<file path="src/rtl/ptw_mem_arbiter.sv">
// Two-port arbiter (PTW / load) in front of a single memory port with one outstanding read.
// Default build is fixed priority (port 0 wins); define ARB_RR_EN for round-robin arbitration.
module ptw_mem_arbiter #(
    parameter int ADDR_W = 32,
    parameter int DATA_W = 32
) (
    input  logic              clk,
    input  logic              rst,
    input  logic              req0_valid_i,
    output logic              req0_ready_o,
    input  logic [ADDR_W-1:0] req0_addr_i,
    output logic              resp0_valid_o,
    input  logic              resp0_ready_i,
    output logic [DATA_W-1:0] resp0_data_o,
    input  logic              req1_valid_i,
    output logic              req1_ready_o,
    input  logic [ADDR_W-1:0] req1_addr_i,
    output logic              resp1_valid_o,
    input  logic              resp1_ready_i,
    output logic [DATA_W-1:0] resp1_data_o,
    output logic              mem_req_valid_o,
    input  logic              mem_req_ready_i,
    output logic [ADDR_W-1:0] mem_addr_o,
    input  logic              mem_resp_valid_i,
    output logic              mem_resp_ready_o,
    input  logic [DATA_W-1:0] mem_data_i
);

    // Handshakes: a transfer happens in a cycle where valid && ready are both 1;
    // valid never waits on ready, and the payload is held stable while valid && !ready.

    typedef enum logic [1:0] {
        IDLE  = 2'd0,
        ISSUE = 2'd1,
        WAIT  = 2'd2
    } state_t;

    state_t            state;
    state_t            state_nxt;
    logic              grant;
    logic              rr_ptr;
    logic [ADDR_W-1:0] addr_q;

    logic winner;
    logic req_fire;
    logic resp_fire;
    logic sel_resp_ready;

    // With no requester the winner simply rests on rr_ptr; readies are gated by valid anyway.
    always_comb begin
        winner = rr_ptr;
`ifdef ARB_RR_EN
        if (req0_valid_i && req1_valid_i) begin
            winner = rr_ptr;
        end else if (req0_valid_i) begin
            winner = 1'b0;
        end else if (req1_valid_i) begin
            winner = 1'b1;
        end
`else
        if (req0_valid_i) begin
            winner = 1'b0;
        end else if (req1_valid_i) begin
            winner = 1'b1;
        end
`endif
    end

    always_comb begin
        req0_ready_o     = (state == IDLE) && req0_valid_i && !winner;
        req1_ready_o     = (state == IDLE) && req1_valid_i && winner;
        req_fire         = req0_ready_o || req1_ready_o;
        mem_req_valid_o  = (state == ISSUE);
        mem_addr_o       = addr_q;
        sel_resp_ready   = grant ? resp1_ready_i : resp0_ready_i;
        mem_resp_ready_o = (state == WAIT) && sel_resp_ready;
        resp_fire        = mem_resp_ready_o && mem_resp_valid_i;
        resp0_valid_o    = (state == WAIT) && !grant && mem_resp_valid_i;
        resp1_valid_o    = (state == WAIT) && grant && mem_resp_valid_i;
        resp0_data_o     = mem_data_i;
        resp1_data_o     = mem_data_i;
    end

    always_comb begin
        state_nxt = state;
        case (state)
            IDLE:    if (req_fire) state_nxt = ISSUE;
            ISSUE:   if (mem_req_ready_i) state_nxt = WAIT;
            WAIT:    if (resp_fire) state_nxt = IDLE;
            default: state_nxt = IDLE;
        endcase
    end

    always_ff @(posedge clk) begin
        if (rst) begin
            state  <= IDLE;
            grant  <= 1'b0;
            addr_q <= '0;
            rr_ptr <= 1'b0;
        end else begin
            state <= state_nxt;
            if (req_fire) begin
                grant  <= winner;
                addr_q <= winner ? req1_addr_i : req0_addr_i;
            end
            // Point at the port not just served so the other side goes next on a tie.
            if (resp_fire) begin
                rr_ptr <= ~grant;
            end
        end
    end

endmodule

</file>
<file path="config.mk">
export PLATFORM = sky130hd
export DESIGN_NAME = ptw_mem_arbiter
export DESIGN_NICKNAME = d
export VERILOG_FILES = /design/src/rtl/ptw_mem_arbiter.sv
export SDC_FILE = /design/constraint.sdc
export NUM_CORES = 1
export LEC_CHECK = 0
export CAP_MARGIN = 20
export CELL_PAD_IN_SITES_DETAIL_PLACEMENT = 1
export CELL_PAD_IN_SITES_GLOBAL_PLACEMENT = 1
export CORE_ASPECT_RATIO = 0.5
export CORE_MARGIN = 2
export CORE_UTILIZATION = 22
export CTS_CLUSTER_SIZE = 16
export DETAILED_ROUTE_END_ITERATION = 10
export HOLD_SLACK_MARGIN = 0.08
export PLACE_DENSITY = 0.86
export SYNTH_ARGS = -nofsm -noshare
export SYNTH_HDL_FRONTEND = slang
export SYNTH_SLANG_ARGS = --single-unit
</file>
<file path="constraint.sdc">
create_clock -name clk -period 3.85 [get_ports clk]
set_input_delay 0.77 -clock clk [delete_from_list [all_inputs] [get_ports clk]]
set_output_delay 0.77 -clock clk [all_outputs]
set_load 0.01 [all_outputs]
</file>
==> results of run 1 <==
worst reg2reg max path, stage by stage, from the launching register on:
cell and delay [ns]:
dfxtp_1 0.34, nor2_2 0.33, buf_4 0.40, and2_4 0.59, a311oi_2 0.20
synthesized netlist by cell type:
master | n | area (um^2)
a211oi_1 | 1 | 7.510
a21oi_1 | 35 | 175.2
a311oi_1 | 2 | 17.52
a311oi_2 | 30 | 450.4
and2_1 | 1 | 6.260
and2_4 | 1 | 8.760
buf_1 | 1 | 3.750
buf_2 | 2 | 10.01
buf_4 | 64 | 480.5
buf_6 | 4 | 45.04
clkbuf_1 | 14 | 52.55
dfxtp_1 | 36 | 720.7
inv_1 | 1 | 3.750
mux2i_1 | 1 | 10.01
nand2_1 | 67 | 251.5
nand2b_1 | 2 | 12.51
nand3b_1 | 1 | 7.510
nor2_1 | 4 | 15.01
nor2_2 | 1 | 6.260
nor2b_1 | 1 | 6.260
o21ai_0 | 1 | 5.000
o21ba_2 | 1 | 10.01
o21bai_1 | 2 | 15.01
or2_0 | 1 | 6.260
or3_1 | 1 | 6.260
area by class of cell:
cell class / instances / share of cell area
Timing Repair Buffer: 112 / 0.3472
Multi-Input combinational cell: 153 / 0.3197
Sequential cell: 36 / 0.2257
Tap cell: 140 / 0.05486
Clock buffer: 6 / 0.04036
Clock inverter: 2 / 0.01097
Inverter: 1 / 0.001176
layer usage:
layer / global-route usage / routed length (um) / vias to the layer above
met4: 0.03302 / 68 / 0
met1: 0.1364 / 3023 / 967
met2: 0.2202 / 3806 / 27
met3: 0.02262 / 266 / 4
li1: - / - / 951
met5: 0 / 0 / -
worst min path at each step:
| stage | from | cells past startpoint | to | slack [ns] |
|---|---|---|---|---|
| global placement | mem_addr_o[7] | 2 | mem_addr_o[7] | 0.51 |
| CTS | mem_addr_o[6] | 2 | mem_addr_o[6] | 0.53 |
| global route | mem_addr_o[7] | 2 | mem_addr_o[7] | 0.54 |
| floorplan | rr_ptr | 2 | rr_ptr | 0.47 |
| detailed placement | mem_addr_o[6] | 2 | mem_addr_o[6] | 0.51 |
| finish | mem_addr_o[6] | 2 | mem_addr_o[6] | 0.52 |
logic make-up (layout without fill, tap and decap cells):
group,count (synthesis),count (layout),synth area share
multiplexers,1,1,0.004290
AND/OR/NAND/NOR,80,80,0.1400
AO/OA/AOI/OAI,72,72,0.2917
buffers and inverters,86,121,0.2552
flip-flops,36,36,0.3088
report_power, final:
part	leakage [nW]	internal, mW	total (mW)	switching, mW
combinational	0.735	0.211	0.394	0.183
clock	0.0808	0.305	0.456	0.152
sequential	0.299	0.420	0.445	0.0257
state kept, by name, summed over array words and instances, names as in the netlist:
| name | count |
|---|---|
| state | 2 |
| grant | 1 |
| rr_ptr | 1 |
| mem_addr_o | 32 |
per-stage QoR:
step	utilization	area, um^2	hold WS [ns]	total power [mW]	cells
floorplan	-	2333	0.4671	0.7219	275
global placement	0.2956	3029	0.5081	0.8445	442
detailed placement	0.2956	3029	0.5148	0.8518	442
CTS	0.3116	3193	0.5262	1.312	450
global route	0.3116	3193	0.5419	1.358	450
finish	0.3116	3193	0.5214	1.296	450
layout by cell type, fill, tap and decap left out, types with 2 or more instances in the layout:
| cell type | netlist | final |
|---|---|---|
| a21oi_1 | 35 | 35 |
| a311oi_1 | 2 | 2 |
| a311oi_2 | 30 | 30 |
| buf_4 | 64 | 3 |
| clkbuf_16 | 0 | 5 |
| clkdlybuf4s50_1 | 0 | 108 |
| dfxtp_1 | 36 | 36 |
| nand2_1 | 67 | 67 |
| nand2b_1 | 2 | 2 |
| nor2_1 | 4 | 4 |
==> key figures, run 1 <==
Clock network
  • Post-CTS Resized: 0
  • CTS tree: yes
  • H-Tree Depth: 2
  • Worst skew pair latency: 0.27 ns
  • Max Buffers Root-to-Sink: 2
  • TritonCTS Sinks: 36
  • Root Driver: clkbuf_16
  • Reg clk slew, reported paths: approximately 0.060 ns
  • Hold-fix buffers, CTS: 0
  • Post-CTS Setup Bufs: 0
  • CTS Buf Count: 5

Synth
  • Unique masters post-synth: 25
  • Yosys warning total: 0
  • Sequential share of the synthesized area: 0.3088
  • Flops & latches, synth: 36
  • Syn nets: roughly 380
  • Avg Inst Size Synth: 8.485 um^2
  • Cells after synthesis: around 280
  • Post-Synthesis Cell Area: approximately 2300 um^2

Final layout
  • Share of layout cells above drive strength 1: 0.1452
  • Multi-input logic area: approximately 1000 um^2
  • Final net count: between 400 and 500
  • Ant diodes: 0
  • Register area: 720.7 um^2
  • Fill cell count: 1172
  • Area grow syn2layout: 36.84%

Detailed routing
  • DR pass1 iterations: 4
  • Number of remaining DRC errors: 0
  • DRT antenna net count: 0
  • Vias: 1949
  • Iter 0 DRT Violations: slightly below 100
  • WL final: 7164 um
  • Post-DR wirelength/cell: between 15 and 20 um
  • Via-per-instance ratio: about 4.3

Setup path
  • Reg-to-reg critical path startpoint: state[1]
  • Crit-path leading delay family: buffers and inverters
  • Max Fanout on Critical Path: 4
  • Worst Path Class, Setup: input pin to primary output
  • Worst setup path startpoint: req1_valid_i
  • Crit path arrival time: 2.08 ns
  • R2R setup slack: between 1.5 and 2 ns
  • Max stage delay on crit path: around 0.55 ns
  • Cells on worst reg2reg path: 4
  • Most common cell on crit path: clkdlybuf4s50_1
  • Critical Path Start Type: input pin
  • Setup crit end: req1_ready_o
  • Reg-to-Reg End: mem_addr_o[24]
  • Worst path required time: 3.08 ns
  • Slowest CP cell: clkdlybuf4s50_1
  • Worst-path cell chain: clkdlybuf4s50_1 > nand2_1 > nor2_1 > clkdlybuf4s50_1
  • Worst path depth: 4
  • Worst Setup End Kind: primary output
  • WP buf/inv: 2

Floorplanning
  • Die W: 149.7 um
  • Die area: 11500 um^2
  • FP Rows: 26
  • IO Pins: 206
  • Initial Util: 0.2277
  • Die Y: between 70 and 80 um
  • Core Box Area: 10250 um^2

Timing
  • Setup TNS: 0 ns
  • Setup violators final: 0
  • Worst setup margin: about 1.0 ns
  • Pins Over Slew Limit: 0
  • Final period util: 0.7399
  • Hold Vio Cnt, Final: 0
  • Final Critical Period: 2.848 ns
  • RSZ-0062 raised after global routing: false
  • Skew final: about 0.0053 ns
  • Relative slew slack: 0.2902
  • Worst Tran Pin Value: 1.065 ns
  • Max Fclk: around 350 MHz

Global route
  • GRT overflow: 0
  • Initial antenna violation count: 0
  • GRT Util Overall: 0.1178
  • Number of global-route vias before repair: slightly below 2000
  • Pin count of the biggest net entering global routing: 37
  • First-pass GRT wire length: 10760 um

Place
  • RD Place Congestion: ~0.76
  • Dpl hpwl: a little over 5000 um
  • IO Port Bufs: about 110
  • Dpl ws: 1.000 ns

Power and ir drop
  • Max IR drop VDD: ~190 uV
  • Leakage Power: around 1.1 nW
  • Power Density: 405.9 nW/um^2

Flow run
  • Max-cap viol count: 0

Min path
  • Worst Hold Class: register to register

Outcome
  • Outcome: finished, final reports clean
(Power assumes the default switching activity.)
==> inputs of run 2 (changes only) <==
--- a/config.mk
+++ b/config.mk
@@ -10,11 +10,11 @@
 export CELL_PAD_IN_SITES_GLOBAL_PLACEMENT = 1
 export CORE_ASPECT_RATIO = 0.5
 export CORE_MARGIN = 2
-export CORE_UTILIZATION = 22
+export CORE_UTILIZATION = 19
 export CTS_CLUSTER_SIZE = 16
 export DETAILED_ROUTE_END_ITERATION = 10
 export HOLD_SLACK_MARGIN = 0.08
-export PLACE_DENSITY = 0.86
+export PLACE_DENSITY = 0.79
 export SYNTH_ARGS = -nofsm -noshare
 export SYNTH_HDL_FRONTEND = slang
 export SYNTH_SLANG_ARGS = --single-unit
==> constraint.sdc (replaced) <==
create_clock -name clk -period 2.3 [get_ports clk]
set_input_delay 0.46 -clock clk [delete_from_list [all_inputs] [get_ports clk]]
set_output_delay 0.46 -clock clk [all_outputs]
set_load 0.01 [all_outputs]
==> run 2 against run 1 <==
Compared with the run above: global-route usage is 1.1 points lower; flip-flop and latch count stayed put; clock skew is 0.0032 ns lower; via count is 1.8% higher; register-to-register slack worse by 1.4 ns; sequential power is 68% higher; die area is 15% higher; utilization is 3.9 points lower; first-iteration DRC count stayed put; critical endpoint is now resp1_valid_o; highest routed layer unchanged.
==> key figures, run 2 (same netlist as run 1, synthesis figures left out) <==
Outcome
  • Outcome: finished, final reports clean

Final layout
  • Largest register FFs: 32 (unchanged)
  • Fill cell count: 1404 (+20%)
  • Most frequent cells in the layout: clkdlybuf4s50_1 (108), nand2_1 (67), dfxtp_1 (36)
  • Ant diodes: 0 (unchanged)
  • Final net count: 416 (+0.73%)
  • Multi-input logic area: 1021 um^2 (unchanged)
  • Non-Filler Instances: 477 (+6.0%)
  • Share of layout cells above drive strength 1: 0.1506 (+0.005480)
  • Most common cell after layout, fill and taps aside: clkdlybuf4s50_1
  • Register area: 720.7 um^2 (unchanged)
  • Area grow syn2layout: 38.93%

Clock network
  • Worst skew pair latency: 0.27 ns (about the same)
  • TritonCTS Sinks: 36 (unchanged)
  • Post-CTS Setup Bufs: 0 (unchanged)
  • H-Tree Depth: 2 (unchanged)
  • CTS tree: yes
  • CTS Buf Count: 5 (unchanged)
  • Max Buffers Root-to-Sink: 2 (unchanged)
  • Root Driver: clkbuf_16
  • Hold-fix buffers, CTS: 0 (unchanged)
  • Post-CTS Resized: 0 (unchanged)
  • Reg clk slew, reported paths: 0.05 ns (about the same)

Timing
  • Hold Vio Cnt, Final: 0 (unchanged)
  • Worst Tran Pin Value: 0.5938 ns (-0.4709 ns)
  • Final period util: 0.9668
  • Final Critical Period: 2.224 ns
  • Setup violators final: 0 (unchanged)
  • RSZ-0062 raised after global routing: false
  • Relative slew slack: 0.6041 (+0.3139)
  • Max Fclk: about 450 MHz
  • Skew final: 0.002056 ns (-0.003210 ns)
  • Setup TNS: 0 ns (unchanged)
  • Pins Over Slew Limit: 0 (unchanged)

Floorplanning
  • Initial Util: 0.1959 (-0.03181)
  • Die area: 13240 um^2 (+15%)
  • Die Y: 82.37 um (+7.2%)
  • FP Rows: 28 (+7.7%)
  • Core Box Area: 11910 um^2 (+16%)
  • IO Pins: 206 (unchanged)
  • Die W: 160.7 um (+7.4%)

Global route
  • Pin count of the biggest net entering global routing: 37 (unchanged)
  • Number of global-route vias before repair: 2086 (+5.9%)
  • First-pass GRT wire length: 11170 um (+3.8%)
  • GRT Util Overall: 0.1067 (-0.01102)
  • GRT overflow: 0 (unchanged)
  • Initial antenna violation count: 0 (unchanged)

Detailed routing
  • Iter 0 DRT Violations: 97 (unchanged)
  • Met1 WL: 3064 um (+1.4%)
  • Max Used Layer: met4
  • Vias: 1984 (+1.8%)
  • Via-per-instance ratio: 4.159 (-4.0%)
  • Post-DR wirelength/cell: 15.50 um (-2.6%)
  • Metal3 WL: 166 um (-38%)
  • Met2 Wirelength: 3973 um (+4.4%)
  • WL final: 7394 um (+3.2%)
  • DRT antenna net count: 0 (unchanged)
  • Number of remaining DRC errors: 0 (unchanged)
  • DR pass1 iterations: 4 (unchanged)

Setup path
  • Most common cell on crit path: clkdlybuf4s50_1
  • Worst setup path startpoint: mem_resp_valid_i
  • Critical Path Start Type: input pin
  • Crit path arrival time: 1.76 ns (-0.32 ns)
  • Max stage delay on crit path: 0.55 ns (about the same)
  • Reg-to-reg critical path startpoint: state[1]
  • Worst-path cell chain: clkdlybuf4s50_1 > nand3b_1 > nor2_1 > clkdlybuf4s50_1
  • Worst Path Class, Setup: input pin to primary output
  • Slowest CP cell: clkdlybuf4s50_1
  • Worst Setup End Kind: primary output
  • R2R setup slack: 0.41 ns (-1.42 ns)
  • Worst path required time: 1.84 ns (-1.24 ns)
  • Max Fanout on Critical Path: 5 (+1)

Place
  • IO Port Bufs: 109 (unchanged)
  • Dpl hpwl: 5304 um (+3.5%)
  • RD Place Congestion: 0.7744 (+1.7%)
  • Dpl cells: 470 (+6.3%)

Min path
  • Hold Startpoint: mem_addr_o[6]
  • Worst Hold Class: register to register

Power and ir drop
  • Max IR drop VDD: 284.5 uV (+52%)
  • Leakage Power: 1.124 nW (+0.85%)
  • Power Density: 636.0 nW/um^2 (+57%)

Flow run
  • Max-cap viol count: 0 (unchanged)
## run 2: cell types whose count changed in the layout (fill, tap and decap cells not counted), sizes merged
| cell | before | now |
|---|---|---|
| bufinv | 1 | 0 |
| buf | 4 | 7 |
## run 2: power by group
group	internal, mW	switching, mW	leakage, nW
Sequential	0.702	0.0441	0.299
Clock	0.394	0.247	0.0667
Combinational	0.362	0.313	0.759
Total	1.46	0.604	1.12
## run 2: worst max-delay path, delay by kind of cell
kind	cells	cell delay, ns
buffers and inverters	2	1.00
and+or+nand+nor	2	0.31
## run 2: per-layer routing
metal,vias up,track usage
met2,29,0.2078
met1,986,0.1232
li1,959,-
met5,-,0
met3,10,0.01149
met4,0,0.04375
## run 2: final timing paths
path,end,depth (start not counted)
max,resp1_valid_o,4
min,mem_addr_o[6],2
max reg2reg,mem_addr_o[16],4
min reg2reg,mem_addr_o[6],2
## run 2: stage by stage
step                hold WS, ns    util  cell area, um^2  setup slack [ns]  total power, mW
floorplan                0.4671       -             2333            0.8300            1.208
finish                   0.5263  0.2722             3242           0.07638            2.062
global route             0.5628  0.2722             3242           0.02725            2.173
CTS                      0.5270  0.2722             3242           0.06634            2.084
global placement         0.5110  0.2609             3108            0.1325            1.427
detailed placement       0.5168  0.2609             3108           0.06766            1.442
## run 2: area by class of cell
cell class | instances | area share
Clock buffer | 6 | 0.03975
Clock inverter | 1 | 0.001544
Inverter | 1 | 0.001158
Multi-Input combinational cell | 153 | 0.3149
Sequential cell | 36 | 0.2223
Tap cell | 165 | 0.06368
Timing Repair Buffer | 115 | 0.3566
==> inputs of run 3 (changes only) <==
--- a/config.mk
+++ b/config.mk
@@ -10,11 +10,11 @@
 export CELL_PAD_IN_SITES_GLOBAL_PLACEMENT = 1
 export CORE_ASPECT_RATIO = 0.5
 export CORE_MARGIN = 2
-export CORE_UTILIZATION = 19
+export CORE_UTILIZATION = 22
 export CTS_CLUSTER_SIZE = 16
 export DETAILED_ROUTE_END_ITERATION = 10
 export HOLD_SLACK_MARGIN = 0.08
-export PLACE_DENSITY = 0.79
+export PLACE_DENSITY = 0.86
 export SYNTH_ARGS = -nofsm -noshare
 export SYNTH_HDL_FRONTEND = slang
 export SYNTH_SLANG_ARGS = --single-unit
==> constraint.sdc (replaced) <==
create_clock -name clk -period 2.81 [get_ports clk]
set_input_delay 0.562 -clock clk [delete_from_list [all_inputs] [get_ports clk]]
set_output_delay 0.562 -clock clk [all_outputs]
set_load 0.01 [all_outputs]
==> run 3 against run 2 <==
Compared with the run above: final area decreased by 0.81%; register-to-register slack improved by 0.48 ns; count of clock-buffer cells in the layout unchanged; combinational power decreased by 19%; worst hold slack improved by 0.0015 ns; total power decreased by 13%; final cell count decreased by 5.0%; routed wire length decreased by 1.9%; global-route usage increased by 1.9 points; clock power decreased by 2%; critical endpoint is now req1_ready_o; largest cell class unchanged; largest power group is now clock.
==> key figures, run 3 (same netlist as run 1, synthesis figures left out) <==
Detailed routing
  • Post-DR wirelength/cell: 16.01 um (+3.3%)
  • WL final: 7253 um (-1.9%)
  • DRT antenna net count: 0 (unchanged)
  • Vias: 1994 (+0.50%)
  • Iter 0 DRT Violations: 53 (-45%)
  • DR pass1 iterations: 4 (unchanged)
  • Via-per-instance ratio: 4.402 (+5.8%)
  • Number of remaining DRC errors: 0 (unchanged)

Place
  • RD Place Congestion: 0.7646 (-1.3%)
  • Dpl hpwl: 5285 um (-0.36%)
  • IO Port Bufs: 109 (unchanged)
  • Dpl cells: 445 (-5.3%)
  • Placed Area: 3052 um^2 (-1.8%)

Clock network
  • Post-CTS Resized: 0 (unchanged)
  • Worst skew pair latency: 0.28 ns (about the same)
  • TritonCTS Sinks: 36 (unchanged)
  • H-Tree Depth: 2 (unchanged)
  • Root Driver: clkbuf_16
  • CTS tree: yes
  • Hold-fix buffers, CTS: 0 (unchanged)
  • Reg clk slew, reported paths: 0.06 ns (about the same)
  • Post-CTS Setup Bufs: 0 (unchanged)
  • Max Buffers Root-to-Sink: 2 (unchanged)
  • CTS Buf Count: 5 (unchanged)

Timing
  • RSZ-0062 raised after global routing: false
  • Hold Vio Cnt, Final: 0 (unchanged)
  • Setup TNS: 0 ns (unchanged)
  • Final period util: 0.8538
  • Max Fclk: 416.8 MHz
  • Final Critical Period: 2.399 ns
  • Worst Tran Pin Value: 0.5761 ns (-0.01771 ns)
  • Skew final: 0.006970 ns (+0.004914 ns)
  • Setup violators final: 0 (unchanged)
  • Hold slack: 0.5278 ns (+0.001483 ns)
  • Relative slew slack: 0.6157 (+0.01155)
  • Pins Over Slew Limit: 0 (unchanged)

Power and ir drop
  • Final Total Pwr: 1.785 mW (-13%)
  • Power Density: 555.0 nW/um^2 (-13%)
  • Max IR drop VDD: 333.9 uV (+17%)
  • Leakage Power: 1.129 nW (+0.44%)

Final layout
  • Final Instance Area: 3216 um^2 (-0.81%)
  • Most frequent cells in the layout: clkdlybuf4s50_1 (108), nand2_1 (67), dfxtp_1 (36)
  • Final net count: 416 (unchanged)
  • Share of layout cells above drive strength 1: 0.1534 (+0.002714)
  • Non-Filler Instances: 453 (-5.0%)
  • Area grow syn2layout: 37.80%
  • Largest register FFs: 32 (unchanged)
  • Most common cell after layout, fill and taps aside: clkdlybuf4s50_1
  • Ant diodes: 0 (unchanged)

Outcome
  • Outcome: finished, final reports clean

Floorplanning
  • Die W: 149.7 um (-6.9%)
  • Die Y: 76.83 um (-6.7%)
  • Core Box Area: 10250 um^2 (-14%)
  • Die area: 11500 um^2 (-13%)
  • FP Rows: 26 (-7.1%)
  • Initial Util: 0.2277 (+0.03181)
  • IO Pins: 206 (unchanged)

Setup path
  • Worst path required time: 2.25 ns (+0.41 ns)
  • Crit path arrival time: 1.84 ns (+0.08 ns)
  • Worst Setup End Kind: primary output
  • Critical Path Start Type: input pin
  • Worst Path Class, Setup: input pin to primary output
  • Max Fanout on Critical Path: 4 (-1)

Global route
  • Pin count of the biggest net entering global routing: 33 (-11%)
  • GRT overflow: 0 (unchanged)
  • Initial antenna violation count: 0 (unchanged)
  • First-pass GRT wire length: 11430 um (+2.3%)
  • Number of global-route vias before repair: 2209 (+5.9%)
  • GRT Util Overall: 0.1257 (+0.01900)

Min path
  • Worst Hold Class: register to register

Flow run
  • Max-cap viol count: 0 (unchanged)
-- run 3: changes by cell type in the layout (fill, tap and decap cells not counted) --
cell | before | now
buf_4 | 4 | 6
buf_12 | 2 | 0
bufinv_16 | 0 | 1
-- run 3: worst paths after layout --
path / start / cells past startpoint / endpoint / slack (ns)
hold / removal: mem_addr_o[7] / 2 / mem_addr_o[7] / 0.53
setup / recovery: req1_valid_i / 4 / req1_ready_o / 0.41
setup reg to reg: state[1] / 4 / mem_addr_o[18] / 0.89
hold reg to reg: mem_addr_o[7] / 2 / mem_addr_o[7] / 0.53
-- run 3: cell type report --
class / instances / area (um^2)
flip-flops and latches: 36 / 720.7
multi-input cells: 153 / 1021
clock inverters: 2 / 35.03
clock buffers: 6 / 128.9
fillers: 1178 / 7032
well taps: 140 / 175.2
inverters: 1 / 3.754
repair buffers: 115 / 1131
-- run 3: metal layers --
| metal | track usage | vias up | routed length (um) | share of wire |
|---|---|---|---|---|
| li1 | - | 957 | - | - |
| met1 | 0.1369 | 976 | 2876 | 0.40 |
| met2 | 0.2339 | 42 | 3838 | 0.53 |
| met3 | 0.02262 | 19 | 272 | 0.038 |
| met4 | 0.06321 | 0 | 265 | 0.037 |
| met5 | 0 | - | 0 | 0 |
-- run 3: stage by stage --
step / setup WS (ns) / util
6_report: 0.4108 / 0.3138
2_1_floorplan: 1.238 / -
3_5_place_dp: 0.4042 / 0.2978
4_1_cts: 0.4030 / 0.3138
3_3_place_gp: 0.4401 / 0.2978
5_1_grt: 0.3244 / 0.3138
-- run 3: power by group --
group | total [mW] | switching (mW) | internal, mW
registers | 0.609 | 0.0342 | 0.575
clock network | 0.629 | 0.212 | 0.417
logic | 0.546 | 0.255 | 0.292
-- run 3: critical path: stages --
cell	delay, ns
clkdlybuf4s50_1	0.54
nand2_1	0.09
nor2_1	0.10
clkdlybuf4s50_1	0.55
